`src/rtl/vga_pkg.sv`:
```
// Shared vertical timing description and helpers for the VGA raster generator.
package vga_pkg;

    typedef struct packed {
        logic [15:0] sync;
        logic [15:0] back;
        logic [15:0] active;
        logic [15:0] front;
    } vga_vtiming_t;

    localparam vga_vtiming_t VGA_V_480 = '{sync: 16'd2, back: 16'd33, active: 16'd480, front: 16'd10};
    localparam vga_vtiming_t VGA_V_400 = '{sync: 16'd2, back: 16'd35, active: 16'd400, front: 16'd12};

    function automatic logic [15:0] vtotal(input vga_vtiming_t t);
        return t.sync + t.back + t.active + t.front;
    endfunction

endpackage

```
`src/rtl/vga_delay_line.sv`:
```
// Enable-gated shift register; every stage resets to RST_VAL, DEPTH=0 is a wire.
module vga_delay_line #(
    parameter int                 WIDTH   = 1,
    parameter int                 DEPTH   = 1,
    parameter logic [WIDTH-1:0]   RST_VAL = '0
) (
    input  logic             clk,
    input  logic             reset,
    input  logic             en,
    input  logic [WIDTH-1:0] din,
    output logic [WIDTH-1:0] dout
);

    if (DEPTH == 0) begin : g_bypass
        logic unused_ctrl;
        assign unused_ctrl = ^{clk, reset, en};
        assign dout        = din;
    end else begin : g_stages
        logic [WIDTH-1:0] stage_q [DEPTH];
        logic [WIDTH-1:0] stage_d [DEPTH];

        always_comb begin
            for (int i = 0; i < DEPTH; i++) stage_d[i] = stage_q[i];
            if (en) begin
                stage_d[0] = din;
                for (int i = 1; i < DEPTH; i++) stage_d[i] = stage_q[i-1];
            end
        end

        // NOTE: this array is a handful of flops, not RAM, so every stage takes the reset value.
        always_ff @(posedge clk or posedge reset) begin
            if (reset) begin
                for (int i = 0; i < DEPTH; i++) stage_q[i] <= RST_VAL;
            end else begin
                stage_q <= stage_d;
            end
        end

        assign dout = stage_q[DEPTH-1];
    end

endmodule

```
`src/rtl/vga_timing_gen.sv`:
```
// VGA raster timing: h/v counters, frame-locked vertical mode, zero-latency fetch decode,
// delay-matched sync/blank outputs and one-clock line/frame/vblank event pulses.
module vga_timing_gen
    import vga_pkg::*;
#(
    parameter int H_SYNC        = 96,
    parameter int H_BACK        = 48,
    parameter int H_ACTIVE      = 640,
    parameter int H_FRONT       = 16,
    parameter int V_SYNC        = VGA_V_480.sync,
    parameter int V_BACK        = VGA_V_480.back,
    parameter int V_ACTIVE      = VGA_V_480.active,
    parameter int V_FRONT       = VGA_V_480.front,
    parameter int ALT_V_SYNC    = VGA_V_400.sync,
    parameter int ALT_V_BACK    = VGA_V_400.back,
    parameter int ALT_V_ACTIVE  = VGA_V_400.active,
    parameter int ALT_V_FRONT   = VGA_V_400.front,
    parameter bit HSYNC_POL     = 1'b0,
    parameter bit VSYNC_POL     = 1'b0,
    parameter bit ALT_VSYNC_POL = 1'b1,
    parameter int PIPE_DELAY    = 2,
    parameter int CW            = 11
) (
    input  logic          clk,
    input  logic          reset,
    input  logic          pix_en,
    input  logic          mode_sel,
    output logic          mode_active,
    output logic          hsync,
    output logic          vsync,
    output logic          is_blank,
    output logic          fetch_valid,
    output logic [CW-1:0] row,
    output logic [CW-1:0] col,
    output logic          line_start,
    output logic          frame_start,
    output logic          vblank_start
);

    localparam int H_TOTAL = H_SYNC + H_BACK + H_ACTIVE + H_FRONT;

    localparam vga_vtiming_t VT0 = '{sync: 16'(V_SYNC), back: 16'(V_BACK),
                                     active: 16'(V_ACTIVE), front: 16'(V_FRONT)};
    localparam vga_vtiming_t VT1 = '{sync: 16'(ALT_V_SYNC), back: 16'(ALT_V_BACK),
                                     active: 16'(ALT_V_ACTIVE), front: 16'(ALT_V_FRONT)};

    // Region bounds carry one extra bit so an end bound equal to 2**CW still compares correctly.
    localparam logic [CW-1:0] H_LAST      = CW'(H_TOTAL - 1);
    localparam logic [CW:0]   H_SYNC_END  = (CW+1)'(H_SYNC);
    localparam logic [CW:0]   H_ACT_START = (CW+1)'(H_SYNC + H_BACK);
    localparam logic [CW:0]   H_ACT_END   = (CW+1)'(H_SYNC + H_BACK + H_ACTIVE);

    if ((H_TOTAL - 1) >= (1 << CW) || (int'(vtotal(VT0)) - 1) >= (1 << CW) ||
        (int'(vtotal(VT1)) - 1) >= (1 << CW)) begin : g_cw_check
        $error("vga_timing_gen: CW too narrow for the configured totals");
    end
    if (PIPE_DELAY < 0 || PIPE_DELAY > 7) begin : g_pipe_check
        $error("vga_timing_gen: PIPE_DELAY must be 0..7");
    end

    logic [CW-1:0] hcount_q, hcount_d;
    logic [CW-1:0] vcount_q, vcount_d;
    logic          mode_active_q, mode_active_d;
    logic          line_start_q, line_start_d;
    logic          frame_start_q, frame_start_d;
    logic          vblank_start_q, vblank_start_d;

    vga_vtiming_t  vt;
    logic          v_pol;
    logic          h_last, v_last;
    logic [CW:0]   v_sync_end, v_act_start, v_act_end;
    logic          h_in, v_in;
    logic          hsync_raw, vsync_raw, blank_raw;

    // Vertical geometry and sync level always follow the mode locked in at the last frame wrap.
    always_comb begin
        vt          = mode_active_q ? VT1 : VT0;
        v_pol       = mode_active_q ? ALT_VSYNC_POL : VSYNC_POL;
        h_last      = (hcount_q == H_LAST);
        v_last      = (vcount_q == CW'(vtotal(vt) - 16'd1));
        v_sync_end  = (CW+1)'(vt.sync);
        v_act_start = (CW+1)'(vt.sync + vt.back);
        v_act_end   = (CW+1)'(vt.sync + vt.back + vt.active);
    end

    // NOTE: every output of this block gets a default first, so no latches are inferred.
    always_comb begin
        hcount_d       = hcount_q;
        vcount_d       = vcount_q;
        mode_active_d  = mode_active_q;
        line_start_d   = 1'b0;
        frame_start_d  = 1'b0;
        vblank_start_d = 1'b0;
        if (pix_en) begin
            if (h_last) begin
                hcount_d     = '0;
                line_start_d = 1'b1;
                if (v_last) begin
                    vcount_d      = '0;
                    mode_active_d = mode_sel;
                    frame_start_d = 1'b1;
                end else begin
                    vcount_d       = vcount_q + CW'(1);
                    vblank_start_d = ({1'b0, vcount_d} == v_act_end);
                end
            end else begin
                hcount_d = hcount_q + CW'(1);
            end
        end
    end

    // NOTE: state registers use non-blocking assignments so all flops update from pre-edge values.
    always_ff @(posedge clk or posedge reset) begin
        if (reset) begin
            hcount_q       <= '0;
            vcount_q       <= '0;
            mode_active_q  <= 1'b0;
            line_start_q   <= 1'b0;
            frame_start_q  <= 1'b0;
            vblank_start_q <= 1'b0;
        end else begin
            hcount_q       <= hcount_d;
            vcount_q       <= vcount_d;
            mode_active_q  <= mode_active_d;
            line_start_q   <= line_start_d;
            frame_start_q  <= frame_start_d;
            vblank_start_q <= vblank_start_d;
        end
    end

    always_comb begin
        h_in        = ({1'b0, hcount_q} >= H_ACT_START) && ({1'b0, hcount_q} < H_ACT_END);
        v_in        = ({1'b0, vcount_q} >= v_act_start) && ({1'b0, vcount_q} < v_act_end);
        fetch_valid = h_in && v_in;
        col         = fetch_valid ? hcount_q - H_ACT_START[CW-1:0] : '0;
        row         = fetch_valid ? vcount_q - v_act_start[CW-1:0] : '0;
        hsync_raw   = ({1'b0, hcount_q} < H_SYNC_END) ? HSYNC_POL : ~HSYNC_POL;
        vsync_raw   = ({1'b0, vcount_q} < v_sync_end) ? v_pol : ~v_pol;
        blank_raw   = ~fetch_valid;
    end

    // Pixel data fetched at (row,col) spends PIPE_DELAY pix_en steps in flight; match it here.
    vga_delay_line #(
        .WIDTH   (3),
        .DEPTH   (PIPE_DELAY),
        .RST_VAL ({~HSYNC_POL, ~VSYNC_POL, 1'b1})
    ) u_sync_dly (
        .clk   (clk),
        .reset (reset),
        .en    (pix_en),
        .din   ({hsync_raw, vsync_raw, blank_raw}),
        .dout  ({hsync, vsync, is_blank})
    );

    assign mode_active  = mode_active_q;
    assign line_start   = line_start_q;
    assign frame_start  = frame_start_q;
    assign vblank_start = vblank_start_q;

endmodule

```
`config.mk`:
```
export PLATFORM = sky130hd
export DESIGN_NAME = vga_timing_gen
export DESIGN_NICKNAME = d
export VERILOG_FILES = /design/src/rtl/vga_pkg.sv /design/src/rtl/vga_delay_line.sv /design/src/rtl/vga_timing_gen.sv
export SDC_FILE = /design/constraint.sdc
export NUM_CORES = 1
export LEC_CHECK = 0
export BUFFER_PORTS_ARGS = -buffer_cell sky130_fd_sc_hd__buf_2
export CORE_ASPECT_RATIO = 0.75
export CORE_MARGIN = 1.5
export CORE_UTILIZATION = 50
export CTS_CLUSTER_DIAMETER = 120
export CTS_CLUSTER_SIZE = 28
export DETAILED_ROUTE_END_ITERATION = 8
export PLACE_DENSITY = 0.75
export SYNTH_ARGS = -nofsm -noshare
export SYNTH_HDL_FRONTEND = slang
export SYNTH_SLANG_ARGS = --single-unit
```
`constraint.sdc`:
```
create_clock -name clk -period 3.9 [get_ports clk]
set_input_delay 0.78 -clock clk [delete_from_list [all_inputs] [get_ports clk]]
set_output_delay 0.78 -clock clk [all_outputs]
set_load 0.02 [all_outputs]
```
==> out/results.txt, run 1 <==
Ys async rst share -> 100%
Start point of the critical path -> mode_active
Max clock buf depth -> 2
Element type at the critical path end -> output pin
Max Fclk -> 278 MHz
Simple-gate portion of the synthesized area -> 22.9%
Max Cap Violations -> 0
# DRC -> 0
Adder and majority gate portion of the synthesized area -> 8.32%
Effective utilization at floorplan -> 52.2%
Mapped Cells -> 273
Dominant combinational cell family by area after synthesis -> simple AND/OR/NAND/NOR gates
First DRT Iteration DRCs -> 182
Overall via count from detail_route -> 2051
Relative max-transition margin -> 25.6%
Wire length of the first global-routing pass -> 8.91 mm
Slowest stage delay, CP -> 480 ps
Worst-Margin Slew -> 1110 ps
Worst hold path depth -> 2
Number of antenna violations at the first check in global routing -> 0
Top-level I/O count -> 34
Sort of element at the start of the critical path -> flip-flop
Classification of the worst-slack hold path -> flip-flop to flip-flop
Average cell area after synthesis -> 8.59 µm²
Synth Area in XOR/XNOR -> 10.1%
Final-stage net count -> 318
CTS Sinks -> 32
Final period utilization -> 92.1%
CP max FO -> 13
Fraction of final layout cells with drive strength greater than 1 -> 22.3%
Share of synthesized area occupied by flip-flops and latches -> 34.5%
Die height -> 62.3 µm
Pwr per Cell Area -> 357 nW/µm²
Avg Vias per Cell -> 5.75
TritonCTS clock tree -> built
Register area -> 810 µm²
Die area -> 5120 µm²
Synth top area cells -> dfrtp_1 (28%), ha_1 (7.5%), xnor2_1 (7.1%)
Number of optimization iterations in the first detailed-route pass -> 4
Share of the synthesized area in compound gates (AO/OA/AOI/OAI) -> 13.0%
Number of cells traversed by the worst register-to-register path -> 6
Post-route standard cell area excluding fillers -> 2650 µm²
Final count of pins violating max slew -> 0
Static Leak -> 1.29 nW
Unrepaired setup endpoints after global routing -> no
Commonest non-fill, non-tap cell in the layout -> nor2_1
Worst path slowest cell -> dfrtp_2
H-Tree Level Count -> 2
Count of different cell masters after synthesis -> 52
Total setup buffers inserted after CTS -> 0
Area of the multi-input gates -> 1370 µm²
Setup TNS after final layout -> 0 ps
Multiplexer share of the synthesized area -> 3.73%
Primary flip-flop cell chosen by synthesis mapping -> dfrtp_1
Global placement routability congestion -> 0.836
Pin count of the biggest net entering global routing -> 30
HPWL after detailed placement -> 3.79 mm
Detail Route Antenna Nets -> 0
Final-report setup violation count -> 0
Yosys Warn Count -> 0
Worst-case clock skew -> 6.21 ps
Input/output buffers -> 33
Arrival time reported for the critical path endpoint -> 2810 ps
Number of fill cells -> 389
Std-Cell Rows -> 21
Highest-count cells in the layout ignoring fill and taps -> nor2_1 (39), buf_2 (33), dfrtp_1 (25)
Area Overhead vs Synth -> 13.0%
Root buffer cell -> clkbuf_8
Routed WL -> 5.28 mm
Share of Yosys cell area claimed by the top area cell type -> 27.7%
Number of nets produced by synthesis -> 292
TritonCTS buffer count -> 5
Width of the die -> 82.1 µm
Largest voltage drop on the vdd net -> 0.225 mV
HP Start -> u_sync_dly.g_stages.stage_q[5]
Yosys top cell by area -> dfrtp_1
ANT cells -> 0
Cell Chain, Critical Path -> inv_1 -> ha_1 -> inv_1 -> o211ai_1 -> a2111o_1 -> o211ai_2 -> buf_4 -> nor2_1 -> buf_2
Result of the run -> completed
Overflow after GRT -> 0
Number of flops mapped to enable cells by yosys -> 0
All-Layer GR Usage -> 23.0%
Data required, critical path -> 3120 ps
Core box area -> 4490 µm²
Post-Place Cell Area -> 2520 µm²
Most prevalent standard cell on the critical path -> inv_1
Hold Vio Cnt, Final -> 0
Clock slew seen by the registers of the worst setup and hold paths -> 70 ps
Total standard cell area after synthesis -> 2350 µm²
Post-layout minimum cycle time -> 3590 ps
Average routed wire per standard cell -> 14.8 µm
Reg-to-reg startpoint -> vcount_q[3]
Synth Register Bits -> 32
Via count of the first global-routing pass -> 1793
Insertion delay of the later-clocked pin in the worst-skew pair -> 290 ps
Worst Setup Path Type -> flip-flop to output pin
per-stage QoR:
| step | util, % | std cells | hold slack, ps | total power [mW] | worst slack (ps) |
|---|---|---|---|---|---|
| finish | 59.0 | 357 | 514 | 0.945 | 307 |
| detailed placement | 56.1 | 349 | 513 | 0.593 | 368 |
| CTS | 58.9 | 357 | 519 | 0.951 | 31.6 |
| global route | 59.0 | 357 | 545 | 1.00 | 26.9 |
| global placement | 56.1 | 349 | 520 | 0.587 | 487 |
| floorplan | - | 273 | 469 | 0.558 | 654 |
final timing paths:
kind / to / slack [ps]
worst max-delay path: row[2] / 310
worst min-delay path: u_sync_dly.g_stages.stage_q[5] / 510
worst max register to register: vblank_start / 1360
worst min register to register: u_sync_dly.g_stages.stage_q[5] / 510
max in group asynchronous: u_sync_dly.g_stages.stage_q[4] / 2370
min in group asynchronous: line_start / 760
state kept, by name (all words and copies together), names as in the netlist:
name	flops
frame_start	1
line_start	1
vcount_q	11
vblank_start	1
hcount_q	11
u_sync_dly.g_stages.stage_q	3
mode_active	1
u_sync_dly.dout	3
worst max-delay path, delay by kind of cell (launching register included):
kind / cells / cell delay (ps)
adder cells (fa/ha/maj): 1 / 410
AO/OA/AOI/OAI: 3 / 860
flip-flops: 1 / 480
buffers and inverters: 4 / 700
AND/OR/NAND/NOR: 1 / 60
cells in the mapped netlist, drive strengths merged, types with 3 or more instances:
cell     count
a2111oi      3
a21oi        5
a31oi        3
buf         10
clkbuf      10
dfrtp       26
dfstp        6
ha          14
inv         18
mux2         6
nand2       21
nand3        7
nand4        8
nor2        39
nor3        10
nor4         3
o21ai       16
o31ai        5
xnor2       19
xor2         8
layer usage:
layer / GRT usage [%] / vias up / share of wire, %
li1: - / 998 / -
met1: 36.5 / 961 / 51
met2: 29.9 / 83 / 41
met3: 5.44 / 9 / 6.2
met4: 7.42 / 0 / 1.5
met5: 0 / - / 0
cell families after synthesis:
group                    Yosys count
AO/OA/AOI/OAI                     45
XOR/XNOR                          27
adder cells (fa/ha/maj)           15
AND/OR/NAND/NOR                  108
multiplexers                       8
buffers and inverters             38
flip-flops                        32
timing repair:
item / CTS / global route
resized for setup: 0 / 2
setup endpoints to repair: 0 / 19
hold buffers: 0 / 0
power by group:
group	leakage, nW	switching (mW)	total (mW)	internal, mW
Combinational	0.826	0.0843	0.155	0.0702
Sequential	0.404	0.0642	0.436	0.372
Clock	0.0645	0.129	0.355	0.225
layout make-up:
type / instances / share of cell area (%)
clock inverters: 1 / 1.13
repair buffers: 39 / 7.93
flip-flops and latches: 32 / 30.5
inverters: 18 / 2.55
multi-input cells: 203 / 51.5
clock buffers: 7 / 3.63
well taps: 57 / 2.69
Power figures use the tool's default switching activity.
==> run 2: changes to the inputs <==
Settings changed: CTS_BUF_LIST set to sky130_fd_sc_hd__clkbuf_8.
Clock period 3.9 ns to 3.8 ns, I/O delays scaled along.
==> run 2 against run 1 <==
  * Register-to-register slack got worse by 50 ps
  * Clock power decreased by 21%
  * Combinational power about the same
  * Sequential share of layout area increased by 0.17 points
  * Hold slack improved by 12 ps
  * Setup slack got worse by 110 ps
  * Global-route usage decreased by 0.18 points
  * Critical endpoint is now row[7]
==> out/results.txt, run 2 (synthesis gave the netlist of run 1 again) <==
Result of the run -> completed
All-Layer GR Usage -> 22.8%
Worst Setup Slack post-DPL -> 306 ps
ANT cells -> 0
HPWL after detailed placement -> 3.82 mm
Pin count of the biggest net entering global routing -> 30
Routed WL -> 5.30 mm
Post-layout minimum cycle time -> 3600 ps
Power share of the combinational group -> 17.8%
Clock slew seen by the registers of the worst setup and hold paths -> 70 ps
Worst hold-check slack -> 525 ps
CTS Sinks -> 32
Worst Setup Path Type -> flip-flop to output pin
Registers with the highest flip-flop counts -> hcount_q (11), vcount_q (11)
Sort of element at the start of the critical path -> flip-flop
Wire length of the first global-routing pass -> 8.90 mm
Via count of the first global-routing pass -> 1863
Final-stage net count -> 320
Switching part of the total -> 30.6%
Setup TNS after final layout -> 0 ps
Power Internal -> 0.615 mW
# DRC -> 0
Number of cells traversed by the worst register-to-register path -> 5
Worst-Margin Slew -> 1070 ps
Slowest stage delay, CP -> 490 ps
Max Fclk -> 278 MHz
Input/output buffers -> 33
Worst path slowest cell -> dfrtp_2
Area Overhead vs Synth -> 12.4%
Avg Vias per Cell -> 5.64
Fraction of final layout cells with drive strength greater than 1 -> 22.6%
Die height -> 62.3 µm
Cell count after placement -> 351
Final-report setup violation count -> 0
Worst path buffer plus inverter count -> 4
Core box area -> 4490 µm²
Cell Count, Final, Fillers Out -> 358
Total setup buffers inserted after CTS -> 0
TritonCTS buffer count -> 5
Worst hold path depth -> 2
Final count of pins violating max slew -> 0
Relative max-transition margin -> 28.6%
Classification of the worst-slack hold path -> flip-flop to flip-flop
CP max FO -> 13
Arrival time reported for the critical path endpoint -> 2840 ps
Max Cap Violations -> 0
Highest-count cells in the layout ignoring fill and taps -> nor2_1 (39), buf_2 (33), dfrtp_1 (25)
Largest voltage drop on the vdd net -> 0.183 mV
Max clock buf depth -> 2
Std-Cell Rows -> 21
Unrepaired setup endpoints after global routing -> no
Insertion delay of the later-clocked pin in the worst-skew pair -> 280 ps
Pwr per Cell Area -> 336 nW/µm²
Final period utilization -> 94.7%
Total stage count of the critical path -> 9
Part of the power in registers -> 50.3%
Global placement routability congestion -> 0.846
Most prevalent standard cell on the critical path -> inv_1
Data required, critical path -> 3040 ps
Width of the die -> 82.1 µm
Average routed wire per standard cell -> 14.8 µm
Worst-case clock skew -> 2.43 ps
Final critical-path setup slack -> 202 ps
Overflow after GRT -> 0
Root buffer cell -> clkbuf_8
Effective utilization at floorplan -> 52.2%
Detail Route Antenna Nets -> 0
Element type at the critical path end -> output pin
Number of optimization iterations in the first detailed-route pass -> 5
Top-level I/O count -> 34
Cell type group with the largest total delay on the critical path -> compound AO/OA/AOI/OAI gates
Number of antenna violations at the first check in global routing -> 0
Hold Vio Cnt, Final -> 0
Clock share of power -> 31.8%
Commonest non-fill, non-tap cell in the layout -> nor2_1
Cell Chain, Critical Path -> inv_1 -> ha_1 -> inv_1 -> o211ai_1 -> a2111o_1 -> o211ai_2 -> buf_4 -> nor2_1 -> buf_2
First DRT Iteration DRCs -> 189
Overall via count from detail_route -> 2020
Static Leak -> 1.29 nW
TritonCTS clock tree -> built
Die area -> 5120 µm²
H-Tree Level Count -> 2
Final Total Pwr -> 0.886 mW
Net switching power of the design -> 0.271 mW
[run 2: routing by layer]
metal	track usage, %	part of all wire, %	vias to the layer above
met3	4.41	5.4	6
met4	7.63	1.0	0
met2	30.8	42	70
li1	-	-	1003
met5	0	0	-
met1	35.7	51	941
[run 2: worst min-delay path: stages (launching register included)]
cell     delay [ps]
dfstp_2         380
nor2_1           90
a41oi_1          60
[run 2: timing repair]
| action | CTS | global route |
|---|---|---|
| resized for setup | 0 | 2 |
| setup endpoints to repair | 0 | 23 |
| hold buffers | 0 | 0 |
[run 2: metrics by stage]
step	utilization, %	area, µm²
2_1_floorplan	-	2350
3_3_place_gp	56.4	2530
3_5_place_dp	56.4	2530
4_1_cts	58.5	2630
5_1_grt	58.7	2640
6_report	58.7	2640
[run 2: worst paths after layout]
check | end | startpoint | slack [ps]
worst min-delay path | u_sync_dly.g_stages.stage_q[5] | u_sync_dly.g_stages.stage_q[5] | 530
worst max register to register | vblank_start | vcount_q[3] | 1310
worst max-delay path | row[7] | mode_active | 200
max in group asynchronous | u_sync_dly.g_stages.stage_q[4] | reset | 2320
min in group asynchronous | hcount_q[9] | reset | 740
worst min register to register | u_sync_dly.g_stages.stage_q[5] | u_sync_dly.g_stages.stage_q[5] | 530
[run 2: layout make-up]
class                   instances  area, µm²
inverters                      18       67.6
well taps                      57       71.3
multi-input cells             203       1370
flip-flops and latches         32        810
repair buffers                 41        225
clock buffers                   7       96.3
fillers                       372       1860
[run 2: power by group through the flow]
stage	clock, mW	sequential, mW	combinational (mW)
final	0.282	0.446	0.158
after global routing	0.307	0.456	0.185
after CTS	0.289	0.445	0.160
after detailed placement	0	0.451	0.158
after global placement	0	0.449	0.154
after floorplan	0	0.424	0.148
